$ cat src/rtl/counter_pkg.sv
// Shared constants and types for the parametrised up/down counter.
// Latency: none (declarations only).
// Backpressure: not applicable.
package counter_pkg;

    // Boundary behaviour selected by the mode input
    localparam logic [1:0] MODE_WRAP    = 2'b00;
    localparam logic [1:0] MODE_SAT     = 2'b01;
    localparam logic [1:0] MODE_BOUNCE  = 2'b10;
    localparam logic [1:0] MODE_ONESHOT = 2'b11;

    // Counting direction encoding (matches the op input and dir output)
    localparam logic DIR_UP   = 1'b0;
    localparam logic DIR_DOWN = 1'b1;

    // One-shot control state: counting, or parked after a one-shot event
    typedef enum logic {
        ST_RUN  = 1'b0,
        ST_DONE = 1'b1
    } state_t;

endpackage

$ cat src/rtl/addsub_step.sv
// Candidate next count value plus overflow/underflow detection for one step.
// Latency: purely combinational.
// Backpressure: none; result is valid whenever inputs are.
module addsub_step
    import counter_pkg::*;
#(
    parameter int WIDTH  = 16,
    parameter int STEP_W = 8
) (
    input  logic [WIDTH-1:0]  c,
    input  logic [STEP_W-1:0] step,
    input  logic [WIDTH-1:0]  lim,
    input  logic              dir,
    output logic [WIDTH:0]    nxt,
    output logic              ovf,
    output logic              unf
);

    // One extra bit so an up-count past lim or a down-count below 0 is visible
    logic [WIDTH:0] c_ext;
    logic [WIDTH:0] step_ext;
    logic [WIDTH:0] lim_ext;

    assign c_ext    = {1'b0, c};
    assign step_ext = {{(WIDTH + 1 - STEP_W){1'b0}}, step};
    assign lim_ext  = {1'b0, lim};

    // Add or subtract the step and flag crossing of the active bound
    always_comb begin
        nxt = c_ext;
        ovf = 1'b0;
        unf = 1'b0;
        if (dir == DIR_UP) begin
            nxt = c_ext + step_ext;
            ovf = (nxt > lim_ext);
        end else begin
            nxt = c_ext - step_ext;
            unf = (step_ext > c_ext);
        end
    end

endmodule

$ cat src/rtl/updown_counter_param.sv
// Up/down counter with programmable step and limit; wrap/saturate/bounce/one-shot bounds.
// Latency: c_out, tc, dir, done update one clock after the controlling inputs.
// Backpressure: none; en is sampled every cycle, and ignored while a one-shot is done.
module updown_counter_param
    import counter_pkg::*;
#(
    parameter int              WIDTH       = 16,
    parameter int              STEP_W      = 8,
    parameter logic [WIDTH-1:0] DEFAULT_LIM = {WIDTH{1'b1}}
) (
    input  logic              clk,
    input  logic              rst,
    input  logic              en,
    input  logic              op,
    input  logic [1:0]        mode,
    input  logic              c_ld,
    input  logic              c_clr,
    input  logic              lim_ld,
    input  logic [WIDTH-1:0]  d_in,
    input  logic [STEP_W-1:0] step,
    output logic [WIDTH-1:0]  c_out,
    output logic              z,
    output logic              m,
    output logic              tc,
    output logic              dir,
    output logic              done
);

    logic [WIDTH-1:0] c_q, c_d;
    logic [WIDTH-1:0] lim_q;
    logic             dir_q, dir_d;
    logic             tc_q, tc_d;
    state_t           state_q, state_d;

    logic             eff_dir;
    logic [WIDTH:0]   nxt;
    logic             ovf, unf;
    logic             count_cyc;
    logic             oneshot_evt;
    logic [WIDTH-1:0] bound;

    // Bounce mode follows its own ping-pong direction; other modes follow op directly
    assign eff_dir   = (mode == MODE_BOUNCE) ? dir_q : op;
    assign count_cyc = en && (state_q == ST_RUN);
    assign bound     = (eff_dir == DIR_UP) ? lim_q : '0;

    addsub_step #(
        .WIDTH  (WIDTH),
        .STEP_W (STEP_W)
    ) u_addsub (
        .c    (c_q),
        .step (step),
        .lim  (lim_q),
        .dir  (eff_dir),
        .nxt  (nxt),
        .ovf  (ovf),
        .unf  (unf)
    );

    // Next counter/direction/pulse values: clear > load > count, then mode-specific bounds
    always_comb begin
        c_d         = c_q;
        tc_d        = 1'b0;
        dir_d       = eff_dir;
        oneshot_evt = 1'b0;
        if (c_clr) begin
            c_d   = '0;
            dir_d = op;
        end else if (c_ld) begin
            c_d   = (d_in > lim_q) ? lim_q : d_in;
            dir_d = op;
        end else if (count_cyc && (step != '0)) begin
            if (c_q > lim_q) begin
                // Limit was lowered beneath the count: pull back to it as an event
                c_d  = lim_q;
                tc_d = 1'b1;
            end else if (ovf || unf) begin
                case (mode)
                    MODE_WRAP: begin
                        c_d  = (eff_dir == DIR_UP) ? '0 : lim_q;
                        tc_d = 1'b1;
                    end
                    MODE_SAT: begin
                        c_d  = bound;
                        tc_d = (c_q != bound);
                    end
                    MODE_BOUNCE: begin
                        c_d   = bound;
                        dir_d = ~dir_q;
                        tc_d  = 1'b1;
                    end
                    default: begin
                        c_d         = bound;
                        oneshot_evt = 1'b1;
                        tc_d        = 1'b1;
                    end
                endcase
            end else if (!nxt[WIDTH]) begin
                // In range: carry bit is always clear here, guard kept for clarity
                c_d = nxt[WIDTH-1:0];
            end
        end
    end

    // State register for the one-shot control FSM
    always_ff @(posedge clk) begin
        if (rst) begin
            state_q <= ST_RUN;
        end else begin
            state_q <= state_d;
        end
    end

    // Next state: park on a one-shot event, leave only via clear or load
    always_comb begin
        state_d = state_q;
        if (c_clr || c_ld) begin
            state_d = ST_RUN;
        end else if ((state_q == ST_RUN) && oneshot_evt) begin
            state_d = ST_DONE;
        end
    end

    // FSM output: done is sticky for as long as the FSM is parked
    always_comb begin
        done = (state_q == ST_DONE);
    end

    // Datapath registers: counter, limit, direction and terminal-count pulse
    always_ff @(posedge clk) begin
        if (rst) begin
            c_q   <= '0;
            lim_q <= DEFAULT_LIM;
            dir_q <= DIR_UP;
            tc_q  <= 1'b0;
        end else begin
            c_q   <= c_d;
            dir_q <= dir_d;
            tc_q  <= tc_d;
            if (lim_ld) begin
                lim_q <= d_in;
            end
        end
    end

    assign c_out = c_q;
    assign z     = (c_q == '0);
    assign m     = (c_q == lim_q);
    assign tc    = tc_q;
    assign dir   = dir_q;

endmodule
$ cat config.mk
export PLATFORM = sky130hd
export DESIGN_NAME = updown_counter_param
export DESIGN_NICKNAME = d
export VERILOG_FILES = /design/src/rtl/counter_pkg.sv /design/src/rtl/addsub_step.sv /design/src/rtl/updown_counter_param.sv
export SDC_FILE = /design/constraint.sdc
export NUM_CORES = 1
export LEC_CHECK = 0
export CORE_UTILIZATION = 40
export DETAILED_ROUTE_END_ITERATION = 10
export PLACE_DENSITY_LB_ADDON = 0.2
export SLEW_MARGIN = 20
export SYNTH_ARGS = -nofsm -noshare
export SYNTH_HDL_FRONTEND = slang
export SYNTH_SLANG_ARGS = --single-unit
$ cat constraint.sdc
create_clock -name clk -period 11.83 [get_ports clk]
set_input_delay 1.183 -clock clk [delete_from_list [all_inputs] [get_ports clk]]
set_output_delay 1.183 -clock clk [all_outputs]
set_load 0.005 [all_outputs]
### Word level (Yosys, flattened, before mapping)

Index checks and enable logic that the tools add are counted.

| word-level totals | value |
|---|---|
| bits in registers | 35 |
| input port bits | 33 |
| output and inout port bits | 21 |
| logic and storage cells | 61 |

| cells by class | value |
|---|---|
| add/sub/neg operators | 2 |
| order comparisons | 4 |
| equality and inequality tests | 5 |
| muxes and demuxes | 28 |
| bitwise logic cells | 3 |
| reduce and logical (&&, ||, !) cells | 14 |

Operators by type and width:

| operator | count |
|---|---|
| 16-bit 2-to-1 mux | 9 |
| 16-bit > comparator | 2 |
| 1-bit 2-to-1 mux | 18 |
| 16-bit by 8-bit adder with 17-bit output | 1 |
| 17-bit by 16-bit > comparator with 1-bit output | 1 |
| 17-bit 2-to-1 mux | 1 |
| 16-bit by 8-bit subtractor with 17-bit output | 1 |
| 16-bit == test | 1 |
| 8-bit by 16-bit > comparator with 1-bit output | 1 |
| 16-bit zero test | 1 |
| 16-bit != test | 1 |
| 8-bit nonzero test | 1 |
| 4-bit by 2-bit != test with 1-bit output (second input constant) | 1 |
| 2-bit OR reduction | 2 |
| 4-bit OR reduction | 1 |
| 1-bit logical AND | 3 |
| 1-bit NOT | 3 |
| 3-bit OR reduction | 1 |
| 2-bit by 1-bit == test with 1-bit output (second input constant) | 1 |
| 2-bit == test (second input constant) | 1 |
| 2-bit zero test | 1 |
| 1-bit logical OR | 2 |
| 2-bit AND reduction | 1 |
| 2-bit nonzero test | 1 |

### Logic depth before layout (Yosys ltp)

| logic depth | value |
|---|---|
| depth after elaboration | 10 |
| mapped depth | 19 |
| depth with buffers taken out | 17 |

### Modules after synthesis

From an unflattened synthesis, not the netlist that was laid out.

| unflattened totals | value |
|---|---|
| cell total of the unflattened synthesis | 590 |
| area total of the unflattened synthesis | 4,583.1 um2 |

Modules (own cells, without submodules):

| module | instances | cells an instance | area each (um2) | sequential area each (um2) |
|---|---|---|---|---|
| updown_counter_param | 1 | 356 | 2,970.3 | 700.7 |
| addsub_step | 1 | 234 | 1,612.8 | 0.0 |

### Worst setup path after synthesis

OpenSTA, ideal clock, no wires.

| timing | value |
|---|---|
| path kind | input to register |
| start point | input step[4] |
| end point | register c_q[2], in the netlist c_out[2] |
| library setup time | 0.117 ns |
| arrival time | 4.849 ns |
| data required time | 11.713 ns |
| setup slack | 6.864 ns |
| stages | 19 |
| buffers on the path | 2 |
| cell sequence | inv_1 -> ha_1 -> clkbuf_1 -> nor3_1 -> o21a_1 -> or3_1 -> a22oi_2 -> nor2_1 -> xor2_1 -> ha_1 -> and4_1 -> nand4_1 -> o32a_1 -> o31ai_1 -> a21oi_1 -> a21o_1 -> buf_2 -> a221o_1 -> a22o_1 |

| between the ends | value |
|---|---|
| longest elaborated chain between the ends | 8 |
| elaborated cells between the ends (all ways) | 17 |
| those cells by class | 2 x add/sub; 2 x order compare; 1 x eq/ne; 7 x mux; 5 x reduce/logical |

Ends and longest elaborated chain:

| what | RTL line | text |
|---|---|---|
| start, declared | updown_counter_param.sv:20 | `input logic [STEP_W-1:0] step,` |
| 16-bit by 8-bit adder with 17-bit output | addsub_step.sv:34 | `nxt = c_ext + step_ext;` |
| 17-bit by 16-bit > comparator with 1-bit output | addsub_step.sv:35 | `ovf = (nxt > lim_ext);` |
| 1-bit 2-to-1 mux | addsub_step.sv:33 | `if (dir == DIR_UP) begin` |
| 1-bit logical OR | updown_counter_param.sv:77 | `end else if (ovf \|\| unf) begin` |
| 16-bit 2-to-1 mux | updown_counter_param.sv:77 |  |
| 16-bit 2-to-1 mux | updown_counter_param.sv:73 | `if (c_q > lim_q) begin` |
| 16-bit 2-to-1 mux | updown_counter_param.sv:72 | `end else if (count_cyc && (step != '0)) begin` |
| 16-bit 2-to-1 mux | updown_counter_param.sv:69 | `end else if (c_ld) begin` |
| end signal, assigned | updown_counter_param.sv:132 | `c_q <= '0;` |
| end signal, assigned | updown_counter_param.sv:137 | `c_q <= c_d;` |
| end, declared | updown_counter_param.sv:29 | `logic [WIDTH-1:0] c_q, c_d;` |

Parallel ways exist; a longest one is shown, timed or not. The select of a mux whose other input is x is not followed.
A chain may end at the register's enable or synchronous reset.

### Worst setup path after layout

| timing | value |
|---|---|
| start point | input step[1] |
| end point | register c_q[9], in the netlist c_out[9] |

The elaborated chain is that of the path after synthesis.

==> metrics <==
Synth Flop Type=dfxtp_1; CP Capture Type=flop; hold_buf cts=0; Place WS=5.638 ns; worst path bufs/invs=2; Post-CTS Setup Repair Bufs=0; Layout Cells excl Fill=730; Detail Route Antenna Nets=0; share of cells above drive strength 1=3.367%; switching power total=175.1 µW; CTS tree=built; maximum clock path buffer count=2; CTS buffer count=5; grt ovf=0; setup ws final=5.796 ns; Final TNS setup=0 ns; hold path depth=2; crit share post-route=51.01%; Startpoint Class=input port; GP Congestion=0.9976; Tmin final=6.034 ns; router iterations before antenna repair=7; crit path kind=input port to flop; die area=11370 µm²; Synth Net Count=658; Clock transition at path regs=0.09 ns; Leak=0.002174 µW; IO buf count=53; crit path max-delay cell type=nor2_1; Post-Synthesis Cells=559; Die W=106.6 µm; Final Core Density=48.56%; r2r worst-path depth=15; DRT iter0 DRCs=291; first-pass GRT wire length=23230 µm; Worst path top cell family by delay=compound AO/OA/AOI/OAI gates; Slew HR=22.85%; asr flop ratio synth=0%; cell taking the most area after synthesis=ha_1; Final HPWL DP=11180 µm; endpoints failing hold=0; top-area cell type share of the netlist area=18.28%; Placed Cells=722; die height=106.6 µm; DR WL/cell=19.76 µm; initial antenna violation count=0; Clock Latency Late Sink=0.30 ns; Crit Path Max Fanout=15; RSZ-0062 raised after global routing=no; average footprint of a synthesized cell=7.836 µm²; largest cells by area after synthesis=ha_1, dfxtp_1, xnor2_1; DR vias/cell=6.205; io pins=54; endpoints failing setup=0; #FFs+latches synth=35; ant diodes=0; Syn Std Cell Area=4380 µm²; Slew Viols, Final=0; CP peak stage delay=0.93 ns; worst-path cell chain=clkdlybuf4s50_1 -> inv_1 -> ha_1 -> nor2b_1 -> o21a_1 -> or3_1 -> a22oi_2 -> nor2_1 -> xnor2_1 -> ha_1 -> a2111oi_0 -> o21ai_0 -> o31ai_1 -> a21oi_1 -> nor2_1 -> a221o_1 -> a22o_1; Unique masters post-synth=66; vias in the first global route=4381; Remaining DRCs=0; CTS Root Cell=clkbuf_8; clock skew=0.01441 ns; PwrDens=85.37 nW/µm²; Flop pwr share=33.8%; pin count of the biggest net entering global routing=33; number of H-tree levels=2; worst hold path class=flop to flop; Starting Density=41.87%; synthesis warning total=0; Power, Total=433.8 µW; sequential share of the synthesized area=16.00%; gr usage total=26.20%; switching part of the total=40.37%; slew at the pin closest to its max-slew limit=1.153 ns; max cap viols=0; Comb pwr share=43.0%; status=completed; count leader, synth=ha_1; CP Depth=17; Post-Route WL=14420 µm; fillers=1079; total number of vias=4530; post_cts resized=0; Syn-to-layout area delta=16.00%; Core Footprint=10460 µm²; Critical Path AT=6.29 ns; Clock Power Share=23.2%; P_int=258.7 µW; TritonCTS Sinks=35; Post-synth top cells=ha_1, nand2_1, a21oi_1; Post-synth EDFFs=0; fmax=165.7 MHz; row count=37; final net count=692; Max rail drop VDD=0.04763 mV; Critical Path RT=12.08 ns
==> power groups by stage <==
stage	Sequential [µW]	Combinational, µW	Clock, µW
floorplan	138	131	0
global placement	149	181	0
detailed placement	149	184	0
CTS	146	185	100
global route	148	208	104
finish	147	187	100
==> sequential cells by signal (all words and copies together) (netlist names) <==
name,cells
c_out,16
dir,1
done,1
lim_q,16
tc,1
==> stage by stage <==
| step | instance area [µm²] | hold slack (ns) |
|---|---|---|
| finish | 5081 | 0.5203 |
| global route | 5081 | 0.5515 |
| CTS | 5074 | 0.5252 |
| detailed placement | 4975 | 0.5020 |
| global placement | 4975 | 0.4995 |
| floorplan | 4380 | 0.4781 |
==> layout make-up <==
| type | instances | area, µm² | area share [%] |
|---|---|---|---|
| Inverter | 34 | 127.6 | 2.512 |
| Sequential cell | 35 | 700.7 | 13.79 |
| Clock buffer | 6 | 82.58 | 1.625 |
| Tap cell | 136 | 170.2 | 3.349 |
| Multi-Input combinational cell | 462 | 3438 | 67.67 |
| Clock inverter | 2 | 16.27 | 0.3201 |
| Timing Repair Buffer | 55 | 545.5 | 10.74 |
==> path summary, 6_finish.rpt <==
kind / from / end / slack [ns]
max: step[1] / c_out[9] / 5.80
min: done / done / 0.52
max reg2reg: c_out[0] / c_out[9] / 6.73
min reg2reg: done / done / 0.52
==> logic make-up after synthesis <==
logic type | Yosys count | share of synthesized area [%]
buffers and inverters | 62 | 5.769
AOI/OAI and AO/OA | 180 | 29.39
adders and majority gates | 66 | 19.19
DFF | 35 | 16.00
and+or+nand+nor | 166 | 19.08
muxes | 18 | 4.170
xor gates and xnor gates | 32 | 6.398
==> metal layers <==
| layer | GRT usage [%] | vias to the layer above | wire (µm) |
|---|---|---|---|
| li1 | - | 2185 | - |
| met1 | 33.56 | 2148 | 6243 |
| met2 | 44.65 | 158 | 6797 |
| met3 | 3.891 | 39 | 901 |
| met4 | 9.002 | 0 | 480 |
| met5 | 0 | - | 0 |
==> tightest hold or removal path, stage by stage (launching register included) <==
cell     delay (ns)
dfxtp_1        0.36
a41oi_1        0.05
nor2_1         0.08
==> cell usage in the layout (no fill, tap or decap), types with 7 or more instances in the layout <==
cell type        synthesis  final
a211oi_1                 7      7
a21oi_1                 39     38
a221o_1                 13     13
a22o_1                  14     14
a31oi_1                  7      7
clkdlybuf4s50_1          0     53
dfxtp_1                 35     35
ha_1                    64     64
inv_1                   33     33
mux2i_1                 16     16
nand2_1                 45     45
nand2b_1                 9      9
nand3_1                 16     16
nor2_1                  34     34
nor2b_1                  7      7
nor3_1                  15     15
o211ai_1                17     17
o21ai_0                 27     27
xnor2_1                 24     24
xor2_1                   8      8
Power figures use the tool's default switching activity.
